<file path="config.mk">
export PLATFORM = sky130hd
export DESIGN_NAME = sudoku_cell_streamer
export DESIGN_NICKNAME = d
export VERILOG_FILES = /design/src/rtl/sudoku_cell_streamer.sv
export SDC_FILE = /design/constraint.sdc
export NUM_CORES = 1
export LEC_CHECK = 0
export ABC_CLOCK_PERIOD_IN_PS = 8700
export BUFFER_PORTS_ARGS = -buffer_cell sky130_fd_sc_hd__buf_2
export CORE_ASPECT_RATIO = 1.1
export CORE_MARGIN = 3
export CORE_UTILIZATION = 35
export CTS_BUF_LIST = sky130_fd_sc_hd__clkbuf_16
export DETAILED_ROUTE_END_ITERATION = 6
export HOLD_SLACK_MARGIN = 0.08
export PLACE_DENSITY = 0.55
export SYNTH_ARGS = -nofsm -noshare
export SYNTH_HDL_FRONTEND = slang
export SYNTH_SLANG_ARGS = --single-unit
export TNS_END_PERCENT = 100
</file>
<file path="constraint.sdc">
create_clock -name clk -period 8.7 [get_ports clk]
set_clock_uncertainty 0.05 [all_clocks]
set_input_delay 0.87 -clock clk [delete_from_list [all_inputs] [get_ports clk]]
set_output_delay 0.87 -clock clk [all_outputs]
set_load 0.05 [all_outputs]
</file>
<file path="src/rtl/sudoku_cell_streamer.sv">
// sudoku_cell_streamer
//   Collects the 81 classifier results (any order, tagged by cell index),
//   then replays them in raster order into the sudoku validity checker using
//   its start/data serial protocol, and reports one verdict per board.
//
// Ports
//   clk, reset         clock; synchronous active-high reset
//   in_valid/in_ready  cell write handshake (accepted only in LOAD)
//   in_index           cell index row*9+col, 0..80
//   in_empty/in_digit  blank flag / digit 1..9
//   go                 1-cycle request to check the buffered board
//   chk_start/chk_data checker strobe and cell word {empty, onehot[9:0]}
//   chk_done/chk_valid checker completion and board verdict
//   busy               high from go acceptance until result_valid
//   result_valid       1-cycle verdict pulse; result_ok holds the verdict
//   fmt_err            sticky bad-write flag, cleared by reset or accepted go
//
// Build option
//   SUDOKU_PARTIAL_GO_EN : accept go at any fill count; unfilled cells
//                          stream as empty.
module sudoku_cell_streamer #(
  parameter int N_CELLS = 81,
  parameter int IDX_W   = 7,
  parameter int DIGIT_W = 4
) (
  input  logic               clk,
  input  logic               reset,
  input  logic               in_valid,
  output logic               in_ready,
  input  logic [IDX_W-1:0]   in_index,
  input  logic               in_empty,
  input  logic [DIGIT_W-1:0] in_digit,
  input  logic               go,
  output logic               chk_start,
  output logic [10:0]        chk_data,
  input  logic               chk_done,
  input  logic               chk_valid,
  output logic               busy,
  output logic               result_valid,
  output logic               result_ok,
  output logic               fmt_err
);

  localparam logic [2:0] S_LOAD   = 3'd0;
  localparam logic [2:0] S_KICK   = 3'd1;
  localparam logic [2:0] S_STREAM = 3'd2;
  localparam logic [2:0] S_WAIT   = 3'd3;
  localparam logic [2:0] S_REPORT = 3'd4;

  localparam logic [10:0] EMPTY_W = 11'h400;

  logic [2:0]         state_q, state_d;
  logic [10:0]        cell_q [N_CELLS];
  logic [N_CELLS-1:0] filled_q;
  logic [IDX_W-1:0]   cnt_q;
  logic [IDX_W-1:0]   k_q;       // next cell to stream
  logic               in_ready_q, chk_start_q, busy_q, rv_q, ok_q, fmt_q;
  logic [10:0]        chk_data_q;

  logic        wr_en, idx_ok, dig_ok, wr_bad, go_ok, go_acc, wr_hit_k;
  logic [10:0] wr_word, rd_word;

  assign wr_en   = (state_q == S_LOAD) && in_valid && in_ready_q;
  assign idx_ok  = in_index < IDX_W'(N_CELLS);
  assign dig_ok  = (in_digit >= DIGIT_W'(1)) && (in_digit <= DIGIT_W'(9));
  assign wr_word = (in_empty || !dig_ok) ? EMPTY_W : (11'd1 << in_digit);
  assign wr_bad  = wr_en && (!idx_ok || (!in_empty && !dig_ok));

`ifdef SUDOKU_PARTIAL_GO_EN
  assign go_ok = 1'b1;
`else
  // Judged on the count before any write landing in the same cycle.
  assign go_ok = (cnt_q == IDX_W'(N_CELLS));
`endif
  assign go_acc = (state_q == S_LOAD) && go && go_ok;

  // A write to cell 0 in the go cycle must be the value streamed first.
  assign wr_hit_k = wr_en && idx_ok && (in_index == k_q);
  assign rd_word  = wr_hit_k       ? wr_word   :
                    filled_q[k_q]  ? cell_q[k_q] : EMPTY_W;

  always_comb begin
    state_d = state_q;
    case (state_q)
      S_LOAD:   if (go_acc) state_d = chk_done ? S_KICK : S_STREAM;
      S_KICK:   state_d = S_STREAM;
      S_STREAM: if (k_q == IDX_W'(N_CELLS)) state_d = S_WAIT;
      S_WAIT:   if (chk_done) state_d = S_REPORT;
      S_REPORT: state_d = S_LOAD;
      default:  state_d = S_LOAD;
    endcase
  end

  // Cell storage needs no reset: the filled bitmap qualifies every read.
  always_ff @(posedge clk) begin
    if (wr_en && idx_ok) cell_q[in_index] <= wr_word;
  end

  always_ff @(posedge clk) begin
    if (reset) begin
      state_q     <= S_LOAD;
      filled_q    <= '0;
      cnt_q       <= '0;
      k_q         <= '0;
      in_ready_q  <= 1'b1;
      chk_start_q <= 1'b0;
      chk_data_q  <= EMPTY_W;
      busy_q      <= 1'b0;
      rv_q        <= 1'b0;
      ok_q        <= 1'b0;
      fmt_q       <= 1'b0;
    end else begin
      state_q <= state_d;
      if (go_acc)      fmt_q <= 1'b0;
      else if (wr_bad) fmt_q <= 1'b1;
      case (state_q)
        S_LOAD: begin
          if (wr_en && idx_ok) begin
            filled_q[in_index] <= 1'b1;
            if (!filled_q[in_index]) cnt_q <= cnt_q + 1'b1;
          end
          if (go_acc) begin
            busy_q      <= 1'b1;
            in_ready_q  <= 1'b0;
            ok_q        <= 1'b0;
            chk_start_q <= 1'b1;
            if (chk_done) begin
              // Checker parked in Finish: this strobe only restarts it.
              chk_data_q <= EMPTY_W;
            end else begin
              chk_data_q <= rd_word;
              k_q        <= k_q + 1'b1;
            end
          end
        end
        S_KICK: begin
          chk_data_q <= rd_word;
          k_q        <= k_q + 1'b1;
        end
        S_STREAM: begin
          if (k_q == IDX_W'(N_CELLS)) begin
            chk_start_q <= 1'b0;
            chk_data_q  <= EMPTY_W;
          end else begin
            chk_data_q <= rd_word;
            k_q        <= k_q + 1'b1;
          end
        end
        S_WAIT: begin
          if (chk_done) begin
            ok_q   <= chk_valid;
            rv_q   <= 1'b1;
            busy_q <= 1'b0;
          end
        end
        S_REPORT: begin
          rv_q       <= 1'b0;
          in_ready_q <= 1'b1;
          filled_q   <= '0;
          cnt_q      <= '0;
          k_q        <= '0;
        end
        default: ;
      endcase
    end
  end

  assign in_ready     = in_ready_q;
  assign chk_start    = chk_start_q;
  assign chk_data     = chk_data_q;
  assign busy         = busy_q;
  assign result_valid = rv_q;
  assign result_ok    = ok_q;
  assign fmt_err      = fmt_q;

endmodule

</file>
* Word-level counts from Yosys, hierarchy flattened
Memory sizes are Yosys's and may differ from the RTL's. A register that Yosys moved wholly into a read port is not among the register bits.
Cells that the tools add are included.
W data, S select, Z words.
** Storage, ports and cells
- Register bits after elaboration :: 115
- Memory bits (writable) :: 891
- Logic and storage cells :: 110
- Memories :: 1
** Memory list
- cell_q :: depth 81, bits a word 11, read ports 1, clocked after memory_dff 1, wr ports 1, RTL line 53 : logic [10:0] cell_q [N_CELLS];
** Cells by class
- $add $sub $neg :: 2
- Magnitude comparators :: 6
- Eq/ne operators :: 14
- Shifts and indexed selects :: 1
- Multiplexer cells :: 42
- Bitwise operators :: 1
- Reduce and logical (&&, ||, !) cells :: 32
** Operator list (number)
- $pmux W81 S2 :: 1
- $mux W81 :: 1
- $or A81 B81 Y81 :: 1
- $mux W11 :: 6
- $mux W7 :: 7
- $pmux W11 S3 :: 1
- $pmux W7 S4 :: 1
- $lt A7 B8 Y1 const B :: 2
- $add A7 B1 Y7 const B :: 2
- $bmux W1 S7 :: 2
- $eq A7 B7 Y1 const B :: 2
- $pmux W7 S2 :: 1
- $ne A2 B2 Y1 const B :: 6
- $pmux W3 S4 :: 1
- $reduce_and A3 Y1 :: 4
- $mux W1 :: 11
- $shl A1 B4 Y11 const A :: 1
- $logic_and A1 B1 Y1 :: 10
- $pmux W1 S2 :: 5
- $mux W3 :: 3
- $reduce_and A2 Y1 :: 4
- $reduce_bool A2 Y1 :: 4
- $demux W1 S7 :: 1
- $eq A7 B7 Y1 :: 1
- other kinds (16) :: 20

* Logic depth before layout (Yosys ltp)
- Depth after elaboration :: 9
- Mapped depth :: 11
- Mapped depth without buffers :: 9

* Least setup slack after synthesis
OpenSTA, ideal clock, no wires.
- Path type :: input -> register
- Start point :: input port in_digit[0]
- End point :: memory cell_q[0][8], data pin
- Library setup time :: 0.806 ns
- Arrival time :: 4.193 ns
- Slack :: 3.651 ns
- Cell stages on the path :: 2
- Buffers on the path :: 1
- Cells stage by stage :: clkbuf_1 > nor3_1
** On the way
- Cells in the longest elaborated chain, start to end :: 5
- Elaborated cells on any way between the ends :: 7
** RTL lines
- start, declared :: RTL line 32 : input logic [DIGIT_W-1:0] in_digit,
- $ge A4 B1 Y1 or $le A4 B4 Y1 (tied branches) :: RTL line 65 : assign dig_ok = (in_digit >= DIGIT_W'(1)) && (in_digit <= DIGIT_W'(9));
- $logic_and A1 B1 Y1 :: RTL line 65
- $logic_not A1 Y1 :: RTL line 66 : assign wr_word = (in_empty || !dig_ok) ? EMPTY_W : (11'd1 << in_digit);
- $logic_or A1 B1 Y1 :: RTL line 66
- $mux W11 * :: RTL line 66
- named net wr_word[8] :: RTL line 61 : logic [10:0] wr_word, rd_word;
- end, declared :: RTL line 53
The timed path passes the listed nets; every way through them passes the cells marked *.

==> flow_metrics.py <==
metrics = {
    "status": {
        "result_of_the_run": "finished, final reports clean",
    },
    "clocking": {
        "clkSinkCount": 1013,
        "post_cts_hold_buffer_count": 0,
        "clkTransAtPathRegs_ns": 0.07,
        "cts_inserted_buffers": 98,
        "cts_post_setup_buffers_inserted": 0,
        "htreeDepth": 3,
        "clk_latency_ns": 0.67,
        "clock_tree_from_tritoncts": "built",
        "clock_path_buffers": 3,
        "clock-root-buffer": "sky130_fd_sc_hd__clkbuf_16",
        "post_cts.resized_instances": 0,
    },
    "worst_setup_path": {
        "arrival_ns": 4.60,
        "critical_path_peak_fanout": 121,
        "setup.worst_path.start_class": "register",
        "setup.worst_path.class": "register to register",
        "timing.critical_path.slowest_cell_delay_ns": 0.72,
        "path_depth": 8,
        "worst-r2r-cell-count": 8,
        "timing.critical_path.buf_inv": 2,
        "slowest_stage": "sky130_fd_sc_hd__buf_4",
        "crit_path_cell_trace": "buf_4 -> buf_12 -> mux4_2 -> mux4_2 -> mux2i_1 -> o21ai_0 -> a21oi_1 -> o31ai_1",
        "ff2ff_setup_slack_ns": 4.56,
        "timing.rr.end": "chk_data[0]",
        "cp.required_ns": 9.16,
        "cp-endpoint": "chk_data[0]",
        "end_kind": "register",
        "critPathTopFamily": "buffers and inverters",
        "cp_dominant_cell_by_count": "sky130_fd_sc_hd__mux4_2",
    },
    "finish": {
        "final-seq-area_um2": 29210,
        "postLayoutCoreUtil_pct": 40.09,
        "layout_cells_sized_above_1_pct": 22.97,
        "fin_nets": 2399,
        "num-fill-cells": 10281,
        "most_frequent_cells_in_the_layout": "sky130_fd_sc_hd__edfxtp_1 (891), sky130_fd_sc_hd__mux4_2 (245), sky130_fd_sc_hd__nor2_1 (226)",
        "most_common_library_cell_in_the_layout_ignoring_fill_and_taps": "sky130_fd_sc_hd__edfxtp_1",
        "multiInputGateArea_um2": 10990,
        "syn2layout_area_growth_pct": 13.44,
    },
    "global_routing": {
        "grt_overflow": 0,
        "grt_start_max_net_pins": 122,
        "number_of_antenna_violations_at_the_first_check_in_global_routing": 4,
        "gr_usage_total_pct": 17.48,
        "grt_pass1_vias": 22357,
        "grt_first_pass_wirelength_mm": 154.7,
    },
    "place": {
        "dp_hpwl_mm": 65.15,
        "port_buffer_count": 34,
        "gp_congestion": 0.8366,
    },
    "detailed_routing": {
        "via_count": 21832,
        "routed_wirelength_mm": 104.5,
        "drt-wirelength-per-cell_um": 26.27,
        "detail_route.iter0.violations": 2305,
        "post-route-drc-count": 0,
        "ant_nets": 0,
        "vias_per_cell": 5.487,
        "drt_pre_antenna_iters": 5,
    },
    "pwr": {
        "vdd.ir_drop.worst_mv": 0.1501,
        "power-per-cell-area_nw_per_um2": 210.3,
        "leakage_uw": 0.01560,
    },
    "yosys": {
        "synth.avg_cell_area_um2": 17.89,
        "synth_cell_type_count": 66,
        "synth_top_area_share_pct": 66.12,
        "ys_async_sr_fraction_pct": 0,
        "synth_cells": 2262,
        "synth_edf_count": 891,
        "synthesis.yosys.warnings": 0,
        "synth_flop_cell": "sky130_fd_sc_hd__edfxtp_1",
        "synth-seq-area-share_pct": 72.15,
        "synth_area_leaders": "sky130_fd_sc_hd__edfxtp_1 (66%), sky130_fd_sc_hd__mux4_2 (14%), sky130_fd_sc_hd__dfxtp_1 (6.0%)",
        "syn-cell-area_um2": 40470,
        "area_leader_netlist": "sky130_fd_sc_hd__edfxtp_1",
        "synth.ff_latch_count": 1013,
    },
    "sta": {
        "max_freq_mhz": 241.7,
        "final_hold_violation_count": 0,
        "finalMaxSlewViolations": 0,
        "finalSetupViolations": 0,
        "layout_worst_path_cycle_share_pct": 47.55,
        "total_negative_setup_slack_ns": 0,
        "unrepaired_setup_endpoints_after_global_routing": "no",
        "layout_min_cycle_time_ns": 4.137,
        "tightestPinTransition_ns": 1.204,
        "slew_headroom_pct": 19.41,
    },
    "die": {
        "core.rowCount": 130,
        "die_ar_um2": 119700,
        "chip_height_um": 362.6,
        "coreArea_um2": 114500,
        "initial_core_util_pct": 35.34,
        "dieWidth_um": 330.2,
        "boundaryPins": 35,
    },
    "run": {
        "timing.max_cap.violations": 0,
    },
    "min_path": {
        "min-delay-path-class": "input pin to register",
    },
}
-- state kept, by name, summed over array words and instances (netlist names), named ones only --
register,count
cell_q,891
filled_q,81
chk_data,11
cnt_q,7
k_q,7
state_q,3
busy,1
chk_start,1
fmt_err,1
in_ready,1
result_ok,1
result_valid,1
-- synthesized netlist by cell type, types with 11 or more instances --
cell,n
sky130_fd_sc_hd__inv_1,14
sky130_fd_sc_hd__edfxtp_1,891
sky130_fd_sc_hd__o21ai_0,32
sky130_fd_sc_hd__buf_1,20
sky130_fd_sc_hd__nor3_1,25
sky130_fd_sc_hd__nor2_1,233
sky130_fd_sc_hd__mux4_2,245
sky130_fd_sc_hd__o22ai_1,22
sky130_fd_sc_hd__nor2b_1,19
sky130_fd_sc_hd__a221oi_1,16
sky130_fd_sc_hd__nand2b_1,21
sky130_fd_sc_hd__dfxtp_1,122
sky130_fd_sc_hd__nand4_1,11
sky130_fd_sc_hd__a21oi_1,113
sky130_fd_sc_hd__mux2_2,60
sky130_fd_sc_hd__mux2i_1,30
sky130_fd_sc_hd__xor2_1,11
sky130_fd_sc_hd__clkbuf_1,75
sky130_fd_sc_hd__nand2_1,66
sky130_fd_sc_hd__buf_2,34
sky130_fd_sc_hd__o221ai_1,14
sky130_fd_sc_hd__a22oi_1,23
sky130_fd_sc_hd__nand3_1,28
-- layer usage --
layer  part of all wire [%]  global-route usage, %
met1                     43                  24.60
met2                     48                  28.34
met3                    6.2                  2.571
met4                    2.5                  4.951
met5                  0.012                      0
-- logic make-up (layout without fill, tap and decap cells) --
| group | after synthesis | in the layout | synth area share [%] |
|---|---|---|---|
| other | 1 | 82 | 0.009267 |
| XOR/XNOR | 12 | 12 | 0.2597 |
| buffers and inverters | 151 | 269 | 1.592 |
| AND/OR/NAND/NOR | 447 | 447 | 4.984 |
| adder cells (fa/ha/maj) | 4 | 4 | 0.1237 |
| flip-flops | 1013 | 1013 | 72.15 |
| multiplexers | 335 | 335 | 16.05 |
| AO/OA/AOI/OAI | 299 | 299 | 4.830 |
-- through the flow --
| step | area (um2) | total power, uW | worst slack [ns] | std cells | hold slack, ns |
|---|---|---|---|---|---|
| 3_3_place_gp | 42630 | 5480 | 4.064 | 3795 | 0.3967 |
| 6_report | 45900 | 9652 | 4.563 | 3979 | 0.3884 |
| 2_1_floorplan | 40770 | 5426 | 3.651 | 2342 | 0.3926 |
| 5_1_grt | 45900 | 9939 | 4.501 | 3978 | 0.3880 |
| 4_1_cts | 45900 | 9733 | 4.604 | 3978 | 0.3499 |
| 3_5_place_dp | 42630 | 5483 | 4.039 | 3795 | 0.4085 |
-- area by class of cell --
type | instances | share of cell area, %
timing repair buffer | 72 | 1.047
multi-input combinational | 1178 | 23.94
antenna | 1 | 0.005451
clock inverter | 82 | 1.614
sequential | 1013 | 63.63
inverter | 14 | 0.1145
clock buffer | 101 | 5.506
tap | 1518 | 4.138
-- worst reg2reg max path, cell delays in order (launching register included) --
cell,delay (ns)
sky130_fd_sc_hd__dfxtp_4,0.34
sky130_fd_sc_hd__buf_4,0.72
sky130_fd_sc_hd__buf_12,0.69
sky130_fd_sc_hd__mux4_2,0.57
sky130_fd_sc_hd__mux4_2,0.49
sky130_fd_sc_hd__mux2i_1,0.29
sky130_fd_sc_hd__o21ai_0,0.27
sky130_fd_sc_hd__a21oi_1,0.44
sky130_fd_sc_hd__o31ai_1,0.12
-- worst min path at each step --
stage	start	to	depth (start not counted)
final	chk_valid	result_ok	3
after global routing	chk_valid	result_ok	3
after global placement	in_ready	in_ready	2
after floorplan	filled_q[80]	filled_q[80]	2
after detailed placement	in_ready	in_ready	2
after CTS	chk_valid	result_ok	3
-- report_power, final --
part | internal, uW | total, uW | switching, uW
clock | 2400 | 4270 | 1870
combinational | 22.7 | 130 | 107
sequential | 5250 | 5250 | 2.85
total | 7670 | 9650 | 1980
(Power assumes the default switching activity.)
